[config.mk]
export PLATFORM = sky130hd
export DESIGN_NAME = uart_tx_ctrl
export DESIGN_NICKNAME = d
export VERILOG_FILES = /design/src/rtl/uart_tx_ctrl.sv
export SDC_FILE = /design/constraint.sdc
export NUM_CORES = 1
export LEC_CHECK = 0
export CORE_UTILIZATION = 41
export DETAILED_ROUTE_END_ITERATION = 10
export HOLD_SLACK_MARGIN = 0.05
export PLACE_DENSITY = 0.76
export SYNTH_ARGS = -nofsm -noshare
export SYNTH_HDL_FRONTEND = slang
export SYNTH_SLANG_ARGS = --single-unit
[constraint.sdc]
create_clock -name clk -period 1.8 [get_ports clk]
set_clock_uncertainty 0.1 [all_clocks]
set_input_delay 0.54 -clock clk [delete_from_list [all_inputs] [get_ports clk]]
set_output_delay 0.54 -clock clk [all_outputs]
set_load 0.02 [all_outputs]
[src/rtl/uart_tx_ctrl.sv]
// UART transmit frame sequencer: start, DATA_WIDTH serializer bits, optional parity, stop.
// Define UART_TX_TWO_STOP_EN to add the stop2 input (two stop bits per frame when set on accept).
module uart_tx_ctrl #(
  parameter int DATA_WIDTH = 8,
  parameter int CNT_W      = 4
) (
  input  logic                  clk,
  input  logic                  rstn,
  input  logic                  data_valid,
  input  logic [DATA_WIDTH-1:0] p_data,
  input  logic                  par_en,
  input  logic                  par_type,
  input  logic                  ser_data,
`ifdef UART_TX_TWO_STOP_EN
  input  logic                  stop2,
`endif
  output logic                  ser_en,
  output logic [CNT_W-1:0]      bit_idx,
  output logic                  tx_out,
  output logic                  busy
);

  typedef enum logic [2:0] {
    IDLE   = 3'd0,
    START  = 3'd1,
    DATA   = 3'd2,
    PARITY = 3'd3,
    STOP   = 3'd4
  } state_t;

  localparam logic [CNT_W-1:0] LAST_BIT = CNT_W'(DATA_WIDTH - 1);

  state_t           r_state;
  state_t           w_state_next;
  logic [CNT_W-1:0] r_cnt;
  logic [CNT_W-1:0] w_cnt_next;
  logic             r_par_bit;
  logic             r_par_en;
  logic             w_accept;
  logic             w_final_stop;

`ifdef UART_TX_TWO_STOP_EN
  logic r_stop2;

  // With two stop bits the counter marks the second stop cycle as the final one.
  assign w_final_stop = !r_stop2 || (r_cnt == CNT_W'(1));

  always_ff @(posedge clk or negedge rstn) begin
    if (!rstn) begin
      r_stop2 <= 1'b0;
    end else if (w_accept) begin
      r_stop2 <= stop2;
    end
  end
`else
  assign w_final_stop = 1'b1;
`endif

  assign w_accept = data_valid && !busy;

  always_ff @(posedge clk or negedge rstn) begin
    if (!rstn) begin
      r_state   <= IDLE;
      r_cnt     <= '0;
      r_par_bit <= 1'b0;
      r_par_en  <= 1'b0;
    end else begin
      r_state <= w_state_next;
      r_cnt   <= w_cnt_next;
      if (w_accept) begin
        r_par_en  <= par_en;
        r_par_bit <= (^p_data) ^ par_type;
      end
    end
  end

  always_comb begin
    w_state_next = r_state;
    w_cnt_next   = r_cnt;
    case (r_state)
      IDLE: begin
        w_cnt_next = '0;
        if (w_accept) begin
          w_state_next = START;
        end
      end
      START: begin
        w_state_next = DATA;
        w_cnt_next   = '0;
      end
      DATA: begin
        if (r_cnt == LAST_BIT) begin
          w_state_next = r_par_en ? PARITY : STOP;
          w_cnt_next   = '0;
        end else begin
          w_cnt_next = r_cnt + CNT_W'(1);
        end
      end
      PARITY: begin
        w_state_next = STOP;
        w_cnt_next   = '0;
      end
      STOP: begin
        if (w_final_stop) begin
          w_state_next = w_accept ? START : IDLE;
          w_cnt_next   = '0;
        end else begin
          w_cnt_next = r_cnt + CNT_W'(1);
        end
      end
      default: begin
        w_state_next = IDLE;
        w_cnt_next   = '0;
      end
    endcase
  end

  always_comb begin
    ser_en  = 1'b0;
    bit_idx = '0;
    tx_out  = 1'b1;
    busy    = 1'b1;
    case (r_state)
      IDLE: begin
        busy = 1'b0;
      end
      START: begin
        tx_out = 1'b0;
      end
      DATA: begin
        ser_en  = 1'b1;
        bit_idx = r_cnt;
        tx_out  = ser_data;
      end
      PARITY: begin
        tx_out = r_par_bit;
      end
      STOP: begin
        busy = !w_final_stop;
      end
      default: begin
        busy = 1'b0;
      end
    endcase
  end

endmodule

==> metrics <==
syn nets=66; commonest non-fill, non-tap cell in the layout=buf_4; top cell type's share of synthesized area=41.4%; Nets=about 110; ys async rst share=100%; die area=around 1500 um^2; core area=~1200 um^2; Post-synth EDFFs=0; Hold Vio Cnt, Final=0; P per Cell Area=1350 nW/um^2; status=complete, but fails checks; GRT Util Overall=21.0%; Final min period=1.95 ns; synthesized netlist cell count=just over 50; Slew Limit Fails=0; CP Launch Point=r_state[2]; Antenna Diode Count=0; Die Width=38.4 um; Tcrit/Tclk final=108%; Yosys Warn Count=0; R2R depth=6; post-synthesis average cell area=10.7 um^2; drt first pass iters=2; Crit Path Max Fanout=3; Clk pwr share=12.1%; clock-pin transition on the worst setup and hold timing paths=0.06 ns; Final setup viols=7; Gate power share=62.3%; Seq. cell area=between 200 and 250 um^2; worst reg-to-reg setup slack=0.32 ns; initial antenna violation count=0; number of H-tree levels=1; # port buffers=20; clock sink total=9; Switching Power=458 uW; Startpoint Class=flip-flop; GRT overflow=0; Post-Route WL=1.22 mm; height of the die=38.4 um; antenna viol nets, final=0; failing checks=setup timing; root buf cell=clkbuf_4; MaxCap Viol Count=0; internal power=810 uW; gr busiest metal=met2; CP Data Arrival Time=roughly 1.3 ns; vias=about 470; Placer Congestion=0.701; vias in the first global route=488; part of the power in registers=25.6%; leading area contributor after synthesis=dfrtp_1; Initial Util=46.5%; P_leak=slightly below 0.0005 uW; reg-to-reg startpoint=r_state[1]; Synth cell types=23; drt initial violations=4; wire per inst=11.8 um; min-delay src=r_par_bit; worst skew pair latency=0.26 ns; largest net degree at the start of global routing=10; CTS tree=built; fin worst setup slack=-0.147 ns; sw frac=between 30% and 40%; Worst setup endpoint=bit_idx[3]; cts bufs inserted=3; Fmax=roughly 0.5 GHz; total power=1270 uW; global-route wire length before repair=2.05 mm; grt met3 use=3.49%; flops & latches, synth=9; R2R Path End=r_par_bit; multi-input logic area=332 um^2; Boundary Pins=21; Worst EP required=1.16 ns; Layout area overhead=72.2%; predominant post-synthesis flop cell=dfrtp_1; Mapped Area=roughly 540 um^2; class of the worst hold path=flip-flop to flip-flop; GR Util met1=approximately 28%; Longest Clk Path Bufs=2; Critical Path Sink Type=output pin; Hold Buf Count CTS=0; commonest non-fill, non-tap cells in the layout=buf_4 (13), buf_6 (9), dfrtp_1 (9); worst vdd ir=roughly 0.87 mV; Worst-Margin Slew=0.396 ns; slew margin rel.=73.5%; WHS=0.419 ns; layout cells sized above 1=between 40 and 50%; WS Path Type=flip-flop to output pin; sequential-to-total area share from yosys stat=41.4%; # DRC=0; M2 GR Usage=30.9%; FILL cells=73; synth top area cells=dfrtp_1 (41%), and2_1 (6.9%), xnor2_2 (6.0%); num rows=12; vias per cell=4.60; unrepaired setup endpoints after global routing=yes
power by group through the flow:
stage	registers, uW	logic [uW]	clock network, uW
3_3_place_gp	321	594	0
6_report	324	790	153
2_1_floorplan	327	330	0
5_1_grt	333	857	176
4_1_cts	323	738	160
3_5_place_dp	324	605	0
cells by family (layout without fill, tap and decap cells):
family,Yosys count,count (layout),synth area share (%)
AND/OR/NAND/NOR,20,20,22.3
buffers and inverters,3,41,2.30
AO/OA/AOI/OAI,7,7,7.36
XOR/XNOR,8,8,18.2
flip-flops,9,9,41.4
adder cells (fa/ha/maj),1,1,2.30
multiplexers,3,3,6.21
critical path: stages (launching register included):
cell and delay, ns:
dfrtp_1 0.40, nor3b_4 0.25, buf_4 0.15, and2_4 0.14, buf_6 0.11
routing by layer:
metal	vias up	part of all wire (%)
met2	10	49
met3	2	2.5
li1	249	-
met4	0	1.6
met5	-	0
met1	213	46
metrics by stage:
step	TNS [ns]	std cells	worst slack, ns	util [%]	area (um^2)
2_1_floorplan	0	51	0.0215	-	544
3_3_place_gp	-2.74	92	-0.717	69.8	817
3_5_place_dp	-2.88	92	-0.740	69.8	817
4_1_cts	-0.753	101	-0.136	77.7	910
5_1_grt	-1.32	103	-0.222	80.0	937
6_report	-0.827	103	-0.147	80.0	937
area by class of cell:
| type | count | share of cell area, % |
|---|---|---|
| well taps | 14 | 1.87 |
| multi-input cells | 39 | 35.4 |
| repair buffers | 35 | 35.0 |
| inverters | 2 | 0.801 |
| clock buffers | 3 | 2.40 |
| clock inverters | 1 | 0.534 |
| flip-flops and latches | 9 | 24.0 |
synthesized netlist by cell type (2+ instances only):
cell type  number
o21ai_1         2
xnor2_2         2
inv_1           2
nor2_1          4
a21oi_1         2
nand2_1         4
and2_1          6
o21ai_0         2
mux2_1          2
xnor2_1         3
dfrtp_1         9
xor2_1          2
sequential cells by signal, summed over array words and instances (netlist names):
register and cells:
r_par_en 1, r_state 3, r_cnt 4, r_par_bit 1
how the worst min path moves through the flow:
stage                     end  slack [ns]  depth (start not counted)
finish              r_par_bit        0.42                          1
global route        r_par_bit        0.45                          1
CTS                 r_par_bit        0.42                          1
detailed placement  r_par_bit        0.40                          1
global placement    r_par_bit        0.40                          1
floorplan            r_cnt[0]        0.14                          0
repair_timing:
item / CTS / global route
setup endpoints to repair: 8 / 8
buffers inserted: 5 / 2
gates cloned: 0 / 0
resized for setup: 55 / 3
pin swaps: 8 / 4
Note: power is estimated with default switching activity, not from simulation.
